`src/rtl/instr_fetch_unit_pkg.sv`:
```
// Shared ISA and fetch definitions: opcode constants, opcode field position, fetch FSM encoding.
package instr_fetch_unit_pkg;

    localparam logic [5:0] OPC_JMP = 6'b001001;
    localparam logic [5:0] OPC_BEQ = 6'b000111;

    localparam int OPC_MSB = 31;
    localparam int OPC_LSB = 26;

    localparam logic [1:0] ST_IDLE = 2'd0;
    localparam logic [1:0] ST_RUN  = 2'd1;
    localparam logic [1:0] ST_HALT = 2'd2;

    typedef enum logic [1:0] {
        FS_IDLE = 2'd0,
        FS_RUN  = 2'd1,
        FS_HALT = 2'd2
    } fetch_state_e;

    function automatic logic is_jmp(input logic [31:0] word);
        return word[OPC_MSB:OPC_LSB] == OPC_JMP;
    endfunction

endpackage

```
`src/rtl/instr_fetch_unit_pc_next.sv`:
```
// Combinational next-PC selection: redirect over predecoded jmp over wrap-increment, plus range check.
module fetch_pc_next
    import instr_fetch_unit_pkg::*;
#(
    parameter int ADDR_W    = 8,
    parameter int MEM_DEPTH = 64
) (
    input  logic [ADDR_W-1:0] i_pc,
    input  logic              i_fetch,
    input  logic              i_redirect_valid,
    input  logic [ADDR_W-1:0] i_redirect_target,
    input  logic              i_jmp,
    input  logic [ADDR_W-1:0] i_jmp_target,
    output logic [ADDR_W-1:0] o_pc_next,
    output logic              o_pc_load,
    output logic              o_fault,
    output logic              o_jmp_taken
);

    localparam logic [ADDR_W:0] DEPTH = (ADDR_W+1)'(MEM_DEPTH);

    logic [ADDR_W:0]   w_inc;
    logic [ADDR_W-1:0] w_wrap;
    logic [ADDR_W-1:0] w_target;
    logic              w_oob;

    assign w_inc    = {1'b0, i_pc} + 1'b1;
    assign w_wrap   = (w_inc == DEPTH) ? '0 : w_inc[ADDR_W-1:0];
    assign w_target = i_redirect_valid ? i_redirect_target : i_jmp_target;
    assign w_oob    = {1'b0, w_target} >= DEPTH;

    // An out-of-range target never reaches the PC; it only raises the fault.
    always_comb begin
        o_pc_next   = i_pc;
        o_pc_load   = 1'b0;
        o_fault     = 1'b0;
        o_jmp_taken = 1'b0;
        if (i_redirect_valid) begin
            if (w_oob) begin
                o_fault = 1'b1;
            end else begin
                o_pc_next = w_target;
                o_pc_load = 1'b1;
            end
        end else if (i_fetch) begin
            if (i_jmp) begin
                o_jmp_taken = 1'b1;
                if (w_oob) begin
                    o_fault = 1'b1;
                end else begin
                    o_pc_next = w_target;
                    o_pc_load = 1'b1;
                end
            end else begin
                o_pc_next = w_wrap;
                o_pc_load = 1'b1;
            end
        end
    end

endmodule

```
`src/rtl/instr_fetch_unit.sv`:
```
// Fetch unit: owns the PC, reads instruction memory, hands words to decode via valid/ready.
// Optional jmp predecode in the fetch stage is enabled with `define FETCH_JMP_PREDECODE_EN.
module instr_fetch_unit
    import instr_fetch_unit_pkg::*;
#(
    parameter int              ADDR_W    = 8,
    parameter int              MEM_DEPTH = 64,
    parameter logic [ADDR_W-1:0] RESET_PC = '0
) (
    input  logic              clk,
    input  logic              rst_n,
    input  logic              enable,
    output logic              memread,
    output logic [ADDR_W-1:0] address,
    input  logic [31:0]       readdata,
    output logic [31:0]       inst,
    output logic [ADDR_W-1:0] inst_pc,
    output logic              inst_valid,
    input  logic              inst_ready,
    input  logic              redirect_valid,
    input  logic [ADDR_W-1:0] redirect_target,
    output logic              fault,
    output logic [1:0]        dbg_state
);

    // Handshake: a word transfers to decode on any edge where inst_valid && inst_ready;
    // inst/inst_pc are stable while inst_valid is high and inst_ready is low.

    logic [1:0]        r_state;
    logic [ADDR_W-1:0] r_pc;
    logic [31:0]       r_inst;
    logic [ADDR_W-1:0] r_inst_pc;
    logic              r_inst_valid;
    logic              r_fault;

    logic              w_can_load;
    logic              w_redirect;
    logic              w_is_jmp;
    logic [ADDR_W-1:0] w_pc_next;
    logic              w_pc_load;
    logic              w_oob;
    logic              w_jmp_taken;

    assign w_can_load = !r_inst_valid || inst_ready;
    assign memread    = (r_state == ST_RUN) && enable && w_can_load && !redirect_valid;
    assign w_redirect = redirect_valid && (r_state != ST_HALT);

`ifdef FETCH_JMP_PREDECODE_EN
    assign w_is_jmp = is_jmp(readdata);
`else
    assign w_is_jmp = 1'b0;
`endif

    fetch_pc_next #(
        .ADDR_W    (ADDR_W),
        .MEM_DEPTH (MEM_DEPTH)
    ) u_pc_next (
        .i_pc              (r_pc),
        .i_fetch           (memread),
        .i_redirect_valid  (w_redirect),
        .i_redirect_target (redirect_target),
        .i_jmp             (w_is_jmp),
        .i_jmp_target      (readdata[ADDR_W-1:0]),
        .o_pc_next         (w_pc_next),
        .o_pc_load         (w_pc_load),
        .o_fault           (w_oob),
        .o_jmp_taken       (w_jmp_taken)
    );

    always_ff @(posedge clk or negedge rst_n) begin
        if (!rst_n) begin
            r_state      <= ST_IDLE;
            r_pc         <= RESET_PC;
            r_inst       <= '0;
            r_inst_pc    <= '0;
            r_inst_valid <= 1'b0;
            r_fault      <= 1'b0;
        end else begin
            case (r_state)
                ST_IDLE: begin
                    if (w_pc_load) r_pc <= w_pc_next;
                    if (w_oob) r_fault <= 1'b1;
                    if (enable) r_state <= ST_RUN;
                end
                ST_RUN: begin
                    if (w_pc_load) r_pc <= w_pc_next;
                    if (w_oob) begin
                        r_fault <= 1'b1;
                        r_state <= ST_HALT;
                    end
                    // A redirect flushes the held word even if decode takes it this cycle.
                    if (redirect_valid) begin
                        r_inst_valid <= 1'b0;
                    end else if (memread) begin
                        if (w_jmp_taken) begin
                            r_inst_valid <= 1'b0;
                        end else begin
                            r_inst       <= readdata;
                            r_inst_pc    <= r_pc;
                            r_inst_valid <= 1'b1;
                        end
                    end else if (inst_ready) begin
                        r_inst_valid <= 1'b0;
                    end
                end
                ST_HALT: begin
                    r_inst_valid <= 1'b0;
                end
                default: begin
                    r_state <= ST_IDLE;
                end
            endcase
        end
    end

    assign address    = r_pc;
    assign inst       = r_inst;
    assign inst_pc    = r_inst_pc;
    assign inst_valid = r_inst_valid;
    assign fault      = r_fault;
    assign dbg_state  = r_state;

endmodule

```
`config.mk`:
```
export PLATFORM = sky130hd
export DESIGN_NAME = instr_fetch_unit
export DESIGN_NICKNAME = d
export VERILOG_FILES = /design/src/rtl/instr_fetch_unit_pkg.sv /design/src/rtl/instr_fetch_unit_pc_next.sv /design/src/rtl/instr_fetch_unit.sv
export SDC_FILE = /design/constraint.sdc
export NUM_CORES = 1
export LEC_CHECK = 0
export CAP_MARGIN = 40
export CORE_ASPECT_RATIO = 0.6
export CORE_UTILIZATION = 46
export DETAILED_ROUTE_END_ITERATION = 7
export PLACE_DENSITY_LB_ADDON = 0.25
export SYNTH_ARGS = -nofsm -noshare
export SYNTH_HDL_FRONTEND = slang
export SYNTH_SLANG_ARGS = --single-unit
```
`constraint.sdc`:
```
create_clock -name clk -period 3.1 [get_ports clk]
set_input_delay 0.62 -clock clk [delete_from_list [all_inputs] [get_ports clk]]
set_output_delay 0.62 -clock clk [all_outputs]
set_load 0.01 [all_outputs]
```
==> run summary <==
Before antenna repair, the detailed router went through 4 iterations. From bottom edge to top edge, the die measures 57.10 um. At the end of the flow, the number of nets in the layout was 333. The run finished with clean final reports. By area the synthesized netlist is led by sky130_fd_sc_hd__dfrtp_1 (56%), sky130_fd_sc_hd__mux2_2 (20%), sky130_fd_sc_hd__ha_1 (3.2%), sky130_fd_sc_hd__o21ai_0 (2.4%), sky130_fd_sc_hd__buf_2 (1.7%). For the pin with the worst max-slew slack, the measured transition is 0.4628 ns.

Post-detailed-route DRC marker count: 0. STA classifies the critical path startpoint as an input port. Across all register-to-register paths, the minimum setup slack is 0.81 ns. The cell count after synthesis came out at 183. Setup repair after global routing left no endpoint under its margin.

The region available for standard cell placement spans 4707 um^2. After legalization and detailed placement, the total HPWL measured 3924 um. Entering global routing, the biggest net connects 38 pins. The shortest period the worst path allows came out at 2.638 ns. Root buffer cell: sky130_fd_sc_hd__clkbuf_8. Largest fanout on the critical path: 4. Of all cell types, the one taking the most synthesized area is sky130_fd_sc_hd__dfrtp_1.

Initial core utilization: 0.4944. The logs give 338 for the number of placed instances with taps included and 98 for the number of ports placed on the die boundary. In this run the worst hold path is classified as in2async. Post-CTS repair changed the size of 0 cells. The origin of the critical flop-to-flop path is dbg_state[1]. TritonCTS built the clock tree.

Once detail routing completed, the nets flagged for antenna violations numbered 0. Compared with the post-synthesis result, the final layout area differs by 48.39%. For this run, the top clock speed supported by timing is 379.0 MHz.

The worst flop-to-flop path endpoint is address[5]. The worst setup path is captured at an output port. For this block, the routed nets add up to 5274 um of wire. For the final count of hold timing violations, the log shows 0. The power density normalized to cell area was 927.3 nW/um^2.

For the worst setup path, the data required time is 2.48 ns. The number of warning messages in the yosys log was 0; the area of the die was 5357 um^2. After routing, the total negative slack on setup checks comes to 0 ns.

The run gives 0.125 as the clock power share. The critical path is of the in2out type. The sequential-to-total area share from yosys stat is 0.5591.

In this run the worst setup path terminates at memread. The logs give 346 for the final cell count without fillers and 32 for the number of distinct library cells after synthesis. Share of the synthesized area in the top cell type: 0.5591. Global routing finished with a remaining overflow of 0. The number of buffers added on ports is 97.

The number of setup violations in the final report is 0. The total of flip-flops plus latches after synthesis is 52. Global-route total usage across every layer: 0.2203. After detailed routing, the number of vias per cell comes to 5.225.

The cell leakage power was 1.425 nW. Row generation in the floorplan step produced 19 rows. The analysis attributes to net switching a power of 1.087 mW.

After clock tree synthesis, the flow added hold-fix buffers numbering 0. Path depth of the worst reg2reg path: 7. The tools report the number of slew-limit violations in the final report as 0. Start point of the critical path: redirect_valid. The clock input transition at the sequential cells of the worst setup and hold paths is 0.09 ns. The number of antenna violations at the first check in global routing was 0; the wire length of the first global-routing pass was 9059 um.

For the share of total power in sequential cells, the log shows 0.388. For this block, the initial DRC count from the detailed router was 82. For the number of H-tree branching levels, the log shows 2.

Buffers inserted during clock tree synthesis total 5. The share of layout cells above drive strength 1 was 0.2297. The clock latency of the later-clocked register in the worst-skew pair came out at 0.30 ns. Across the VDD grid, the largest voltage drop is 0.0005530 V. The internal power contribution is 2.115 mW. For the relative slew slack, the log shows 0.6911. In this run the post-CTS setup repair buffer count came out at 0. The largest buffer count on any clock path is 2, and the net switching share of the total power is 0.3395.

Across all layers, the routed design uses 1808 vias. Data on the critical path arrives at its endpoint at 2.02 ns. The average instance in the mapped netlist occupies 12.72 um^2. The run gives 0.004912 ns as the clock skew.

The part of the cycle the worst path needs came out at 0.8510. The logs give 234 for the net count after synthesis and 52 for the total number of clock tree sinks. Summing every instance area after synthesis gives 2327 um^2. Dividing the detail-routed wire length by the instance count gives 15.24 um. The congestion estimate from routability-driven global placement came to 0.8544. The run gives 1890 as the via count of the first global-routing pass. 0 antenna diodes ended up in the layout. The combinational power share is 0.486, and the max-cap violation count is 0. The x dimension of the die is 93.83 um.
## final cells by class
| cell class | instances | area [um^2] |
|---|---|---|
| Sequential cell | 52 | 1301 |
| Fill cell | 347 | 1254 |
| Timing Repair Buffer | 101 | 996.0 |
| Multi-Input combinational cell | 117 | 964.7 |
| Clock buffer | 7 | 86.33 |
| Tap cell | 63 | 78.83 |
| Inverter | 5 | 18.77 |
| Clock inverter | 1 | 7.507 |
## cell usage in the layout, fill, tap and decap left out, types with 3 or more instances in the layout
cell	count
sky130_fd_sc_hd__a21oi_1	7
sky130_fd_sc_hd__mux2_2	42
sky130_fd_sc_hd__nor3_1	4
sky130_fd_sc_hd__o31ai_1	3
sky130_fd_sc_hd__o21ai_0	11
sky130_fd_sc_hd__inv_1	5
sky130_fd_sc_hd__clkdlybuf4s50_1	96
sky130_fd_sc_hd__o21ai_1	4
sky130_fd_sc_hd__clkbuf_8	6
sky130_fd_sc_hd__ha_1	6
sky130_fd_sc_hd__and3_2	3
sky130_fd_sc_hd__dfrtp_1	52
sky130_fd_sc_hd__nor2_1	10
sky130_fd_sc_hd__buf_4	4
sky130_fd_sc_hd__nand2_1	4
## critical path: stages
cell,delay [ns]
sky130_fd_sc_hd__clkdlybuf4s50_1,0.45
sky130_fd_sc_hd__nor2b_1,0.16
sky130_fd_sc_hd__and3_2,0.24
sky130_fd_sc_hd__clkdlybuf4s50_1,0.54
## cell families (layout without fill, tap and decap cells)
| family | Yosys count | in the layout | synth area share |
|---|---|---|---|
| multiplexers | 42 | 42 | 0.2032 |
| AND/OR/NAND/NOR | 35 | 35 | 0.08763 |
| flip-flops | 52 | 52 | 0.5591 |
| adder cells (fa/ha/maj) | 6 | 6 | 0.03226 |
| XOR/XNOR | 3 | 3 | 0.01129 |
| buffers and inverters | 14 | 114 | 0.02688 |
| AO/OA/AOI/OAI | 31 | 31 | 0.07957 |
## cells in the mapped netlist (all sizes together)
cell and number:
or3 1, ha 6, nand2 4, xnor2 1, or4 1, inv 5, nand2b 2, nor2 12
nor3b 1, a31o 1, o41ai 1, nor3 4, o31ai 3, clkbuf 1, a21oi 7, buf 8
dfrtp 52, o21ai 15, nor2b 2, nand3 2, and3 3, a31oi 2, xor2 2, mux2 42
a22oi 2, nor4 1, nand4 2
## per-layer routing
layer | up-vias | track usage | routed length, um
li1 | 841 | - | -
met1 | 908 | 0.3131 | 2446
met2 | 57 | 0.3368 | 2418
met3 | 2 | 0.07467 | 396
met4 | 0 | 0.03516 | 13
met5 | - | 0 | 0
## how the worst min path moves through the flow
stage          slack (ns)  depth (start not counted)    endpoint  start
2_1_floorplan        0.32                          0  address[0]  rst_n
5_1_grt              0.23                          1     inst[0]  rst_n
3_3_place_gp         0.46                          2       fault  fault
3_5_place_dp         0.46                          2       fault  fault
4_1_cts              0.23                          1     inst[0]  rst_n
6_report             0.22                          1     inst[0]  rst_n
## metrics by stage
| step | power [mW] | setup slack [ns] | instance area [um^2] | hold slack [ns] | util |
|---|---|---|---|---|---|
| finish | 3.202 | 0.4618 | 3453 | 0.2193 | 0.7337 |
| global route | 3.426 | 0.3224 | 3453 | 0.2256 | 0.7337 |
| CTS | 3.219 | 0.4533 | 3453 | 0.2285 | 0.7337 |
| detailed placement | 2.813 | 0.4614 | 3359 | 0.4590 | 0.7137 |
| global placement | 2.762 | 0.4748 | 3359 | 0.4597 | 0.7137 |
| floorplan | 1.954 | 1.113 | 2327 | 0.3244 | - |
## state kept, by name, indices dropped and copies added (netlist names)
| name | flops |
|---|---|
| dbg_state | 2 |
| fault | 1 |
| inst_pc | 8 |
| inst | 32 |
| address | 8 |
| inst_valid | 1 |
## power groups by stage
stage                     logic (mW)  registers [mW]  clock network (mW)
after floorplan                0.615            1.34                   0
after global placement          1.53            1.23                   0
after detailed placement        1.56            1.25                   0
after CTS                       1.57            1.24               0.408
after global routing            1.69            1.29               0.441
final                           1.56            1.24               0.402
Power figures use the tool's default switching activity.
